## config.mk

```make
export PLATFORM = sky130hd
export DESIGN_NAME = instruction_decode
export DESIGN_NICKNAME = d
export VERILOG_FILES = /design/src/rtl/instruction_decode.sv
export SDC_FILE = /design/constraint.sdc
export NUM_CORES = 1
export LEC_CHECK = 0
export ABC_AREA = 1
export CORE_MARGIN = 4
export CORE_UTILIZATION = 50
export DETAILED_ROUTE_END_ITERATION = 12
export PLACE_DENSITY = 0.82
export SLEW_MARGIN = 40
export SYNTH_ARGS = -nofsm -noshare
export SYNTH_HDL_FRONTEND = slang
export SYNTH_SLANG_ARGS = --single-unit
```

## constraint.sdc

```tcl
create_clock -name d_clk -period 2.7 [get_ports d_clk]
set_input_delay 0.405 -clock d_clk [delete_from_list [all_inputs] [get_ports d_clk]]
set_output_delay 0.405 -clock d_clk [all_outputs]
set_load 0.01 [all_outputs]
```

## src/rtl/instruction_decode.sv

```systemverilog
// Purpose: MIPS ID stage, decodes R/I/J instructions into the ID/EX register.
// Latency: 1 cycle from d_i_instr/d_i_pc/d_i_ce to the d_o_* outputs.
// Backpressure: d_i_stall holds every output; d_i_flush (wins over stall) turns the slot into a bubble.
module instruction_decode #(
  parameter int IWIDTH = 32,
  parameter int AWIDTH = 32,
  parameter int RWIDTH = 5
) (
  input  logic              d_clk,
  input  logic              d_rst,
  input  logic              d_i_ce,
  input  logic [IWIDTH-1:0] d_i_instr,
  input  logic [AWIDTH-1:0] d_i_pc,
  input  logic              d_i_stall,
  input  logic              d_i_flush,
  output logic              d_o_ce,
  output logic [AWIDTH-1:0] d_o_pc,
  output logic [RWIDTH-1:0] d_o_rs_addr,
  output logic [RWIDTH-1:0] d_o_rt_addr,
  output logic [RWIDTH-1:0] d_o_rd_addr,
  output logic [4:0]        d_o_shamt,
  output logic [31:0]       d_o_imm,
  output logic [3:0]        d_o_alu_op,
  output logic              d_o_alu_src,
  output logic              d_o_reg_write,
  output logic              d_o_mem_read,
  output logic              d_o_mem_write,
  output logic [1:0]        d_o_branch,
  output logic [1:0]        d_o_jump,
  output logic [AWIDTH-1:0] d_o_target,
  output logic              d_o_illegal
);

  localparam logic [3:0] ALU_ADD  = 4'd0;
  localparam logic [3:0] ALU_SUB  = 4'd1;
  localparam logic [3:0] ALU_AND  = 4'd2;
  localparam logic [3:0] ALU_OR   = 4'd3;
  localparam logic [3:0] ALU_XOR  = 4'd4;
  localparam logic [3:0] ALU_NOR  = 4'd5;
  localparam logic [3:0] ALU_SLT  = 4'd6;
  localparam logic [3:0] ALU_SLTU = 4'd7;
  localparam logic [3:0] ALU_SLL  = 4'd8;
  localparam logic [3:0] ALU_SRL  = 4'd9;
  localparam logic [3:0] ALU_SRA  = 4'd10;
  localparam logic [3:0] ALU_LUI  = 4'd11;

  // ID/EX register contents, kept as one bundle so hold/bubble/reset act on it uniformly
  typedef struct packed {
    logic              ce;
    logic [AWIDTH-1:0] pc;
    logic [RWIDTH-1:0] rs_addr;
    logic [RWIDTH-1:0] rt_addr;
    logic [RWIDTH-1:0] rd_addr;
    logic [4:0]        shamt;
    logic [31:0]       imm;
    logic [3:0]        alu_op;
    logic              alu_src;
    logic              reg_write;
    logic              mem_read;
    logic              mem_write;
    logic [1:0]        branch;
    logic [1:0]        jump;
    logic [AWIDTH-1:0] target;
    logic              illegal;
  } id_ex_t;

  id_ex_t dec;
  id_ex_t id_ex_q;

  logic [5:0]        opcode;
  logic [5:0]        funct;
  logic [31:0]       imm_sext;
  logic [AWIDTH-1:0] pc_plus4;
  logic [AWIDTH-1:0] br_target;
  logic [AWIDTH-1:0] j_target;
  logic [4:0]        dest;
  logic              wr;
  logic              legal;

  assign opcode    = d_i_instr[31:26];
  assign funct     = d_i_instr[5:0];
  assign imm_sext  = {{16{d_i_instr[15]}}, d_i_instr[15:0]};
  assign pc_plus4  = d_i_pc + AWIDTH'(4);
  // Branch offset is a word count; wrap-around past the top of the address space is allowed
  assign br_target = pc_plus4 + AWIDTH'({imm_sext[29:0], 2'b00});
  assign j_target  = {pc_plus4[AWIDTH-1:28], d_i_instr[25:0], 2'b00};

  // Combinational decode of the incoming instruction into the next ID/EX bundle
  always_comb begin
    dec         = '0;
    dest        = d_i_instr[20:16];
    wr          = 1'b0;
    legal       = 1'b1;
    dec.ce      = d_i_ce;
    dec.pc      = d_i_pc;
    dec.rs_addr = RWIDTH'(d_i_instr[25:21]);
    dec.rt_addr = RWIDTH'(d_i_instr[20:16]);
    dec.shamt   = d_i_instr[10:6];
    dec.imm     = imm_sext;

    case (opcode)
      6'h00: begin
        dest = d_i_instr[15:11];
        wr   = 1'b1;
        case (funct)
          6'h20, 6'h21: dec.alu_op = ALU_ADD;
          6'h22, 6'h23: dec.alu_op = ALU_SUB;
          6'h24:        dec.alu_op = ALU_AND;
          6'h25:        dec.alu_op = ALU_OR;
          6'h26:        dec.alu_op = ALU_XOR;
          6'h27:        dec.alu_op = ALU_NOR;
          6'h2A:        dec.alu_op = ALU_SLT;
          6'h2B:        dec.alu_op = ALU_SLTU;
          6'h00:        dec.alu_op = ALU_SLL;
          6'h02:        dec.alu_op = ALU_SRL;
          6'h03:        dec.alu_op = ALU_SRA;
          6'h08: begin
            dec.jump = 2'b10;
            wr       = 1'b0;
          end
          default:      legal = 1'b0;
        endcase
      end
      6'h08, 6'h09: begin dec.alu_op = ALU_ADD;  dec.alu_src = 1'b1; wr = 1'b1; end
      6'h0C: begin dec.alu_op = ALU_AND;  dec.alu_src = 1'b1; wr = 1'b1; dec.imm = {16'h0, d_i_instr[15:0]}; end
      6'h0D: begin dec.alu_op = ALU_OR;   dec.alu_src = 1'b1; wr = 1'b1; dec.imm = {16'h0, d_i_instr[15:0]}; end
      6'h0E: begin dec.alu_op = ALU_XOR;  dec.alu_src = 1'b1; wr = 1'b1; dec.imm = {16'h0, d_i_instr[15:0]}; end
      6'h0A: begin dec.alu_op = ALU_SLT;  dec.alu_src = 1'b1; wr = 1'b1; end
      6'h0B: begin dec.alu_op = ALU_SLTU; dec.alu_src = 1'b1; wr = 1'b1; end
      6'h0F: begin dec.alu_op = ALU_LUI;  dec.alu_src = 1'b1; wr = 1'b1; end
      6'h23: begin dec.alu_op = ALU_ADD;  dec.alu_src = 1'b1; wr = 1'b1; dec.mem_read = 1'b1; end
      6'h2B: begin dec.alu_op = ALU_ADD;  dec.alu_src = 1'b1; dec.mem_write = 1'b1; end
      6'h04: begin dec.alu_op = ALU_SUB;  dec.branch = 2'b01; end
      6'h05: begin dec.alu_op = ALU_SUB;  dec.branch = 2'b10; end
      6'h02: begin dec.jump = 2'b01; dest = 5'd0; end
      6'h03: begin dec.jump = 2'b01; dest = 5'd31; wr = 1'b1; end
      default: legal = 1'b0;
    endcase

    // An unrecognised encoding must not leave any partial control behind
    if (!legal) begin
      dec.alu_op    = ALU_ADD;
      dec.alu_src   = 1'b0;
      dec.mem_read  = 1'b0;
      dec.mem_write = 1'b0;
      dec.branch    = 2'b00;
      dec.jump      = 2'b00;
      dec.illegal   = 1'b1;
      wr            = 1'b0;
    end

    if (dec.branch != 2'b00) begin
      dec.target = br_target;
    end else if (dec.jump == 2'b01) begin
      dec.target = j_target;
    end

    // Writes to r0 are dropped here so sll r0,r0,0 needs no special casing downstream
    dec.rd_addr   = RWIDTH'(dest);
    dec.reg_write = wr && (dest != 5'd0);

    // A slot without a valid instruction must carry no side effects
    if (!d_i_ce) begin
      dec.reg_write = 1'b0;
      dec.mem_read  = 1'b0;
      dec.mem_write = 1'b0;
      dec.branch    = 2'b00;
      dec.jump      = 2'b00;
      dec.illegal   = 1'b0;
    end
  end

  // ID/EX register: reset, then bubble, then hold, then load
  always_ff @(posedge d_clk) begin
    if (!d_rst) begin
      id_ex_q <= '0;
    end else if (d_i_flush) begin
      id_ex_q.ce        <= 1'b0;
      id_ex_q.reg_write <= 1'b0;
      id_ex_q.mem_read  <= 1'b0;
      id_ex_q.mem_write <= 1'b0;
      id_ex_q.branch    <= 2'b00;
      id_ex_q.jump      <= 2'b00;
      id_ex_q.illegal   <= 1'b0;
    end else if (!d_i_stall) begin
      id_ex_q <= dec;
    end
  end

  assign d_o_ce        = id_ex_q.ce;
  assign d_o_pc        = id_ex_q.pc;
  assign d_o_rs_addr   = id_ex_q.rs_addr;
  assign d_o_rt_addr   = id_ex_q.rt_addr;
  assign d_o_rd_addr   = id_ex_q.rd_addr;
  assign d_o_shamt     = id_ex_q.shamt;
  assign d_o_imm       = id_ex_q.imm;
  assign d_o_alu_op    = id_ex_q.alu_op;
  assign d_o_alu_src   = id_ex_q.alu_src;
  assign d_o_reg_write = id_ex_q.reg_write;
  assign d_o_mem_read  = id_ex_q.mem_read;
  assign d_o_mem_write = id_ex_q.mem_write;
  assign d_o_branch    = id_ex_q.branch;
  assign d_o_jump      = id_ex_q.jump;
  assign d_o_target    = id_ex_q.target;
  assign d_o_illegal   = id_ex_q.illegal;

endmodule

```

After elaboration in Yosys (flattened, before gate mapping). Index checks and enable logic that the tools add are counted.

Input port bits: 69. Output and inout port bits: 130. Logic and storage cells: 86. Register bits: 130.

Add/sub/neg operators: 2. Muxes and demuxes: 22. Equality and inequality tests: 28. Reduce and logical (&&, ||, !) cells: 15. Bitwise operators: 3.

Operators with widths (count): $mux 32 (3); $eq 6x6->1 const B (12); $eq 6x4->1 const B (9); $pmux 4 s10 (1); $add 32x3->32 const B (1); $add 32x32->32 (1); $pmux 4 s8 (1); $reduce_or 14->1 (2); $eq 6x2->1 const B (4); $reduce_or 10->1 (2); $pmux 5 s3 (1); $eq 6x3->1 const B (2); $logic_not 6->1 (2); $mux 1 (8); $pmux 2 s2 (2); $reduce_or 2->1 (4); $mux 7 (1); $mux 6 (1); $mux 5 (1); $reduce_bool 5->1 (1); $pmux 1 s2 (2); $not 1->1 (3); $reduce_or 3->1 (1); $eq 2x1->1 const B (1); other kinds (4) (4).

Depth between registers and ports, before layout. Gate-level depths: netlist of run 1.

Depth in word-level cells: 8. Depth in mapped cells: 22. Gate-level depth less buffers: 22.

Worst setup path after synthesis of run 1. OpenSTA, ideal clock, no wires.

Path type: input -> register. From: in d_i_pc[2]. To: reg id_ex_q, in the netlist d_o_target[31]. Stages: 17. Setup slack: 0.154 ns. Buffers on the path: 0. Library setup time: 0.122 ns. Required time: 2.578 ns. Data arrival time: 2.424 ns. Cells stage by stage: ha_1 nand3_1 nor2_1 nand2_1 inv_1 nand4_1 xor2_1 inv_1 ha_1 a21oi_1 nand2_1 a21oi_1 nand2_1 a21oi_1 nand2_2 nand3_2 a21oi_2.

Word-level cells in the longest chain between the ends: 3. Elaborated cells between the ends (all ways): 4. Those cells by class: add/sub (2); mux (2).

Ends and longest elaborated chain: start: declaration (RTL line 13) `input logic [AWIDTH-1:0] d_i_pc,`; $add 32x3->32 (*) (RTL line 83) `assign pc_plus4 = d_i_pc + AWIDTH'(4);`; $add 32x32->32 / $mux 32 (equally long branches) (RTL line 85, 154); $mux 32 (*) (RTL line 152) `if (dec.branch != 2'b00) begin`; end: declaration (RTL line 68) `id_ex_t id_ex_q;`.

Mark *: on every way between the ends. The rest lies on a longest branch, timed or not. A chain may end at the register's enable or synchronous reset.

Worst setup path after layout of run 1.
From: in d_i_pc[14]. To: reg id_ex_q, in the netlist d_o_target[26].

Word-level cells in the longest chain between the ends: 3.

Ends and longest elaborated chain: $add 32x3->32 (RTL line 83); $add 32x32->32 (RTL line 85) `assign br_target = pc_plus4 + AWIDTH'({imm_sext[29:0], 2'b00});`; $mux 32 (RTL line 152).

No other way between the ends.

==> results of run 1 <==
power by group:
group	switching (mW)	leakage (nW)	total [mW]	internal (mW)
Clock	0.743	0.147	1.40	0.658
Combinational	0.926	4.49	1.73	0.800
Sequential	0.0523	0.904	1.76	1.71
Total	1.72	5.54	4.89	3.17
area by class of cell:
class / count / share of cell area
Clock buffer: 9 / 0.01886
Clock inverter: 7 / 0.006183
Inverter: 135 / 0.04265
Multi-Input combinational cell: 904 / 0.4485
Sequential cell: 110 / 0.1844
Tap cell: 184 / 0.01928
Timing Repair Buffer: 379 / 0.2801
through the flow:
stage / instances / setup WS, ns / TNS (ns) / util
finish: 1728 / -0.02254 / -0.02254 / 0.8093
floorplan: 1209 / 0.1545 / 0 / -
global route: 1728 / -0.1956 / -0.9266 / 0.8093
CTS: 1723 / 0.002140 / 0 / 0.7813
detailed placement: 1699 / -0.9090 / -17.88 / 0.7360
global placement: 1699 / -0.8652 / -16.17 / 0.7360
timing repair:
action	4_1_cts	5_1_grt
pin swaps	28	49
resized for setup	97	126
buffers inserted	8	5
setup endpoints to repair	26	24
kinds of logic after synthesis:
logic type               Yosys count  share of synthesized area
buffers and inverters            195                     0.1080
XOR/XNOR                          27                    0.03089
AO/OA/AOI/OAI                    224                     0.1584
flip-flops                       110                     0.2876
AND/OR/NAND/NOR                  617                     0.3553
adder cells (fa/ha/maj)           36                    0.05981
critical path, delay by kind of cell:
kind / cells / cell delay, ns
XOR/XNOR: 1 / 0.28
buffers and inverters: 1 / 0.30
adder cells (fa/ha/maj): 1 / 0.38
AND/OR/NAND/NOR: 8 / 1.07
AO/OA/AOI/OAI: 4 / 0.59
layer usage:
| layer | up-vias | routed length [um] | share of wire |
|---|---|---|---|
| met5 | - | 0 | 0 |
| met4 | 0 | 1268 | 0.040 |
| met3 | 94 | 2530 | 0.080 |
| met2 | 482 | 14880 | 0.47 |
| met1 | 4406 | 12760 | 0.41 |
| li1 | 4568 | - | - |
Yosys cell counts (2+ instances only):
| cell type | instances | area [sq um] |
|---|---|---|
| nor3_2 | 2 | 20.02 |
| nand3b_1 | 6 | 45.04 |
| buf_4 | 21 | 157.7 |
| buf_1 | 3 | 11.26 |
| ha_1 | 35 | 437.9 |
| o211ai_1 | 16 | 120.1 |
| nor2_4 | 5 | 56.30 |
| inv_2 | 7 | 26.28 |
| or2_1 | 2 | 12.51 |
| nor4_1 | 3 | 18.77 |
| nor3_1 | 14 | 70.07 |
| o21a_1 | 2 | 15.01 |
| o21ai_0 | 93 | 465.5 |
| clkinv_1 | 2 | 7.510 |
| dfxtp_1 | 110 | 2202 |
| a21oi_1 | 96 | 480.5 |
| or2_2 | 6 | 37.54 |
| nand2_2 | 10 | 62.56 |
| a21o_1 | 2 | 15.01 |
| nand2_1 | 270 | 1013 |
| nand2_4 | 3 | 33.78 |
| clkbuf_1 | 28 | 105.1 |
| nand3_1 | 89 | 445.4 |
| nand4_1 | 19 | 118.9 |
| nor2_8 | 2 | 40.04 |
| nor2_2 | 5 | 31.28 |
| a21oi_2 | 4 | 35.03 |
| nor2_1 | 176 | 660.6 |
| o21ai_1 | 2 | 10.01 |
| nand3_2 | 2 | 20.02 |
| and2_1 | 2 | 12.51 |
| xnor2_1 | 8 | 70.07 |
| xor2_1 | 19 | 166.4 |
| buf_2 | 7 | 35.03 |
| inv_1 | 126 | 473.0 |
| o21bai_1 | 5 | 37.54 |
placed cells by master, fill, tap and decap left out, types with 12 or more instances in the layout:
| cell type | netlist | routed |
|---|---|---|
| nand2_1 | 270 | 233 |
| nand3_1 | 89 | 82 |
| dfxtp_1 | 110 | 110 |
| inv_2 | 7 | 12 |
| ha_4 | 0 | 17 |
| a21oi_1 | 96 | 75 |
| a21oi_2 | 4 | 24 |
| inv_1 | 126 | 120 |
| ha_1 | 35 | 16 |
| buf_4 | 21 | 174 |
| nor2_2 | 5 | 18 |
| nand4_1 | 19 | 19 |
| nor2_4 | 5 | 15 |
| o211ai_1 | 16 | 16 |
| o21ai_0 | 93 | 89 |
| xor2_1 | 19 | 17 |
| nor2_1 | 176 | 153 |
| clkdlybuf4s50_1 | 0 | 172 |
| nand2_2 | 10 | 40 |
worst min-delay path by stage:
stage,from,to,slack (ns),depth (start not counted)
3_5_place_dp,d_o_pc[0],d_o_pc[0],0.45,2
5_1_grt,d_i_pc[9],d_o_pc[9],0.37,3
6_report,d_i_pc[9],d_o_pc[9],0.33,3
2_1_floorplan,d_o_jump[0],d_o_jump[0],0.48,2
4_1_cts,d_i_pc[3],d_o_pc[3],0.44,3
3_3_place_gp,d_o_pc[0],d_o_pc[0],0.45,2
registers in the layout, indices dropped and copies added (netlist names):
register	flops
d_o_rs_addr	5
d_o_ce	1
d_o_imm	13
d_o_jump	2
d_o_pc	32
d_o_target	32
d_o_mem_read	1
d_o_mem_write	1
d_o_branch	2
d_o_alu_op	4
d_o_illegal	1
d_o_shamt	4
d_o_rt_addr	5
d_o_reg_write	1
d_o_rd_addr	5
d_o_alu_src	1
==> summary.md, run 1 <==
| Metric | Value |
|---|---|
| CP Capture Point | `d_o_target[26]` |
| Met1 global-route usage | `0.4371` |
| Share of layout cells above drive strength 1 | `0.2539` |
| Number of global-route vias before repair | `8968` |
| Num ports | `199` |
| Largest stage delay, worst path | `0.38 ns` |
| WL/cell | `18.19 um` |
| Antenna cell count | `0` |
| P&R area growth vs syn | `55.96%` |
| Worst-path clk slew | `0.08 ns` |
| Slew Viols, Final | `0` |
| Drt first pass iters | `5` |
| Static Leak | `5.540 nW` |
| Slowest CP cell | `ha_2` |
| Root Driver | `clkbuf_16` |
| TritonCTS clock tree | `yes` |
| Met3 usage | `0.06374` |
| H-tree Lvls | `3` |
| Sink Count | `110` |
| GRT Overall Usage | `0.3340` |
| Largest net degree at the start of global routing | `102` |
| Actual slew at the worst max-slew pin | `0.4810 ns` |
| Failing checks | `negative setup slack` |
| Cts bufs inserted | `9` |
| Setup ws final | `-0.02254 ns` |
| Post-Route WL | `31.43 mm` |
| Reg2Reg Setup Slack | `1.77 ns` |
| Routed Antenna Nets | `0` |
| Area of the multi-input gates | `5355 sq um` |
| Synth Flop Type | `dfxtp_1` |
| Die span in x | `131.7 um` |
| Final #Nets | `1644` |
| Design Area, Final | `11940 sq um` |
| Hold Path Class | `in -> reg` |
| Reg2reg start | `d_o_imm[30]` |
| Reg-to-Reg End | `d_o_imm[30]` |
| Yosys Warn Count | `0` |
| Vias per inst | `5.527` |
| Hold slack | `0.3311 ns` |
| Die Ht | `131.7 um` |
| DR vias | `9550` |
| Critical Path Start Type | `primary input` |
| Post-Syn Nets | `1314` |
| Max Clk Rate | `367.3 MHz` |
| CP startpoint | `d_i_pc[14]` |
| Fraction of registers with async set/reset | `0` |
| Hold Fails Final Rpt | `0` |
| Tcrit/Tclk final | `1.008` |
| Gr busiest metal | `met2` |
| Fillers | `1026` |
| Unrepaired setup endpoints after global routing | `true` |
| Post-synth EDFFs | `0` |
| Seq/Total Area, Yosys | `0.2876` |
| Netlist Area Pre-Place | `7656 sq um` |
| Iteration-0 DRC Markers | `844` |
| FF-to-FF path depth | `2` |
| Status | `finished, violations left` |
| Final Wtd Congestion | `1.019` |
| Row cnt | `44` |
| Power Density | `409.6 nW/um^2` |
| Crit Path Class | `in -> reg` |
| Die area | `17360 sq um` |
| GR Util met2 | `0.5582` |
| Hold_buf cts | `0` |
| Clock Path Buffers | `2` |
| Post-Syn Area per Cell | `6.333 sq um` |
| Slew margin rel. | `0.6768` |
| FF+latch area | `2202 sq um` |
| Critical Path RT | `3.01 ns` |
| IO buf count | `198` |
| Max Cap Viol | `0` |
| Max Fanout on Critical Path | `4` |
| Cell variety after synth | `43` |
| Dpl cell area | `10860 sq um` |
| VDD IR-drop max | `0.0004445 V` |
| Register bit total from synthesis | `110` |
| HPWL after DPL | `22.99 mm` |
| Core Area | `14750 sq um` |
| Initial antenna violation count | `0` |
| Most used cell, CP | `a21oi_2` |
| Mapped Cells | `1209` |
| CP endpoint kind | `flip-flop` |
| CP arrival | `3.03 ns` |
| Clk_skew | `0 ns` |
| First-pass GRT wire length | `47.29 mm` |
| Tmin final | `2.723 ns` |
| Worst-Skew Late Latency | `0.37 ns` |
| Initial Utilization | `0.5189` |
| Tot Pwr | `4.890 mW` |
| Critical path, cell by cell | `clkdlybuf4s15_1 > nand2_2 > nor2_2 > nand4_1 > nor2_4 > nand2_1 > xnor2_1 > ha_2 > a21oi_2 > o21ai_1 > a21oi_2 > nand3_1 > nand2_1 > nand3_2 > a21oi_2` |
| GRT overflow | `0` |
| Setup Viol. Count Final | `1` |
| DR DRC count | `0` |
Power figures use the tool's default switching activity.
==> run 2: changes to the inputs <==
Settings changed: CORE_UTILIZATION 50 to 65, DONT_BUFFER_PORTS set to 1, PLACE_DENSITY 0.82 to 0.81.
==> run 2 against run 1 <==
The flow now finishes without violations. Sequential share of layout area rose by 6.5 points. Clock-buffer cell count unchanged. Register-to-register slack worse by 0.05 ns. Design area shrank 26%. Sequential power rose by 4%. Clock skew is the same. Combinational power decreased by 40%. Clock power about the same. Cell count decreased by 17%.
==> summary.md, run 2 (synthesized netlist as in run 1, its figures left out) <==
| Metric | Value |
|---|---|
| Status | `finished, final reports clean` |
| Tcrit/Tclk final | `0.9383 (-0.07006)` |
| DR DRC count | `0 (unchanged)` |
| Most common cell after layout, fill and taps aside | `nand2_1` |
| Worst-Skew Late Latency | `0.36 ns (about the same)` |
| Sw power | `1.446 mW (-16%)` |
| WL/cell | `18.37 um (+0.97%)` |
| CP arrival | `2.85 ns (-0.18 ns)` |
| Critical path, cell by cell | `ha_1 > nand3_2 > nor2_2 > nand2_1 > inv_1 > nand4_1 > xor2_1 > inv_1 > ha_4 > nand2_1 > nor2_1 > nand2_1 > nor4_1 > nand2_1 > nand3_1 > nand3_1 > a21oi_2` |
| Hold_buf cts | `0 (unchanged)` |
| Sink Count | `110 (unchanged)` |
| Core Area | `11470 sq um (-22%)` |
| Final #Nets | `1388 (-16%)` |
| VDD IR-drop max | `0.0005223 V (+18%)` |
| Worst-path clk slew | `0.09 ns (about the same)` |
| Routed Antenna Nets | `0 (unchanged)` |
| Critical Path Start Type | `primary input` |
| Max Fanout on Critical Path | `4 (unchanged)` |
| Largest net degree at the start of global routing | `127 (+25%)` |
| Most frequent cells in the layout | `270 x nand2_1, 173 x nor2_1, 125 x inv_1` |
| Reg-to-Reg End | `d_o_imm[30]` |
| CP endpoint kind | `flip-flop` |
| Cells on Worst Hold Path | `2 (-1)` |
| Num ports | `199 (unchanged)` |
| Setup Viol. Count Final | `0 (-1)` |
| Static Leak | `4.358 nW (-21%)` |
| Slew margin rel. | `0.5202 (-0.1566)` |
| P&R area growth vs syn | `15.44%` |
| Clock group share of total power | `0.328 (+0.041)` |
| GRT Overall Usage | `0.3796 (+0.04554)` |
| Tmin final | `2.533 ns (-0.1892 ns)` |
| Initial antenna violation count | `0 (unchanged)` |
| First-pass GRT wire length | `40.03 mm (-15%)` |
| DR vias | `8500 (-11%)` |
| Die area | `13580 sq um (-22%)` |
| HPWL after DPL | `20.16 mm (-12%)` |
| Crit Path Class | `in -> reg` |
| Critical Path RT | `3.01 ns (about the same)` |
| Tot Pwr | `4.269 mW (-13%)` |
| Flop pwr share | `0.429 (+0.068)` |
| Int Pwr | `2.823 mW (-11%)` |
| Dpl cell area | `8449 sq um (-22%)` |
| Reg2Reg Setup Slack | `1.72 ns (-0.05 ns)` |
| Final Wtd Congestion | `1.010 (-0.88%)` |
| GRT overflow | `0 (unchanged)` |
| Initial Utilization | `0.6676 (+0.1487)` |
| Hold Crit Endpoint | `d_o_imm[14]` |
| Die Ht | `116.5 um (-12%)` |
| Clock Path Buffers | `2 (unchanged)` |
| Slowest CP cell | `ha_4` |
| Clk_skew | `0 ns (unchanged)` |
| Hold slack | `0.1703 ns (-0.1607 ns)` |
| Max Clk Rate | `394.7 MHz (+7.5%)` |
| Die span in x | `116.5 um (-12%)` |
| Largest stage delay, worst path | `0.30 ns (-0.08 ns)` |
| Iteration-0 DRC Markers | `938 (+11%)` |
| Row cnt | `39 (-11%)` |
| Comb pwr share | `0.242 (-0.111)` |
| H-tree Lvls | `3 (unchanged)` |
| HP Start | `d_i_instr[14]` |
| Switch share | `0.3388 (-0.01315)` |
| Reg2reg start | `d_o_imm[30]` |
| Vias per inst | `5.940 (+7.5%)` |
| FF-to-FF path depth | `2 (unchanged)` |
| Share of layout cells above drive strength 1 | `0.1553 (-0.09861)` |
| Hold Fails Final Rpt | `0 (unchanged)` |
| IO buf count | `0 (-100%)` |
| Design Area, Final | `8838 sq um (-26%)` |
| Max Cap Viol | `0 (unchanged)` |
| Power Density | `483.0 nW/um^2 (+18%)` |
| Fillers | `960 (-6.4%)` |
| Post-Route WL | `26.28 mm (-16%)` |
| Cts bufs inserted | `9 (unchanged)` |
| Actual slew at the worst max-slew pin | `0.7197 ns (+0.2387 ns)` |
| Hold Path Class | `in -> reg` |
| Most used cell, CP | `nand2_1` |
| Drt first pass iters | `6 (+1)` |
| TritonCTS clock tree | `yes` |
| Antenna cell count | `0 (unchanged)` |
| Setup TNS | `0 ns (+0.02254 ns)` |
| Slew Viols, Final | `0 (unchanged)` |
| Root Driver | `clkbuf_16` |
| Number of global-route vias before repair | `7614 (-15%)` |
==> run 2: critical path, delay by kind of cell <==
| kind | cells | cell delay, ns |
|---|---|---|
| buffers and inverters | 2 | 0.21 |
| XOR/XNOR | 1 | 0.21 |
| adder cells (fa/ha/maj) | 2 | 0.46 |
| AO/OA/AOI/OAI | 1 | 0.13 |
| AND/OR/NAND/NOR | 11 | 1.39 |
==> run 2: final cells by class <==
type	instances	area, sq um	share of cell area
clock buffers	9	225.2	0.02548
clock inverters	7	85.08	0.009626
inverters	135	506.7	0.05733
multi-input cells	904	4701	0.5319
flip-flops and latches	110	2206	0.2496
well taps	143	178.9	0.02024
repair buffers	123	935.9	0.1059
==> run 2: layer usage <==
layer | track usage | vias to the layer above | wire length [um]
met5 | 0 | - | 0
met2 | 0.5820 | 520 | 11530
met4 | 0.1407 | 0 | 907
li1 | - | 4061 | -
met3 | 0.1104 | 71 | 3373
met1 | 0.5078 | 3848 | 10470
==> run 2: power groups by stage <==
stage               clock [mW]  combinational [mW]  sequential [mW]
global placement             0               0.972             1.87
finish                    1.40                1.03             1.83
detailed placement           0               0.991             1.87
global route              1.47                1.15             1.84
CTS                       1.41               0.999             1.83
floorplan                    0               0.651             1.83
==> run 2: worst max path at each step <==
stage,from,end,slack (ns)
4_1_cts,d_i_pc[2],d_o_target[28],0.14
6_report,d_i_pc[2],d_o_target[28],0.17
3_5_place_dp,d_i_pc[2],d_o_target[28],-0.24
3_3_place_gp,d_i_pc[2],d_o_target[28],-0.21
2_1_floorplan,d_i_pc[2],d_o_target[31],0.15
5_1_grt,d_i_pc[2],d_o_target[28],-0.03
==> run 2: timing repair <==
item,4_1_cts,5_1_grt
gates resized for setup,0,11
setup buffers,0,1
setup endpoints to repair,0,11
==> run 2: per-stage QoR <==
step	instances	setup slack [ns]	utilization
after floorplan	1209	0.1545	-
after CTS	1430	0.1393	0.7639
after global placement	1414	-0.2054	0.7368
final	1431	0.1666	0.7708
after detailed placement	1414	-0.2431	0.7368
after global routing	1431	-0.03308	0.7708
==> run 3: changes to the inputs <==
Settings changed: CAP_MARGIN set to 20.
==> results of run 3 <==
No change in the layout: final DEF, timing and power equal those of run 2.
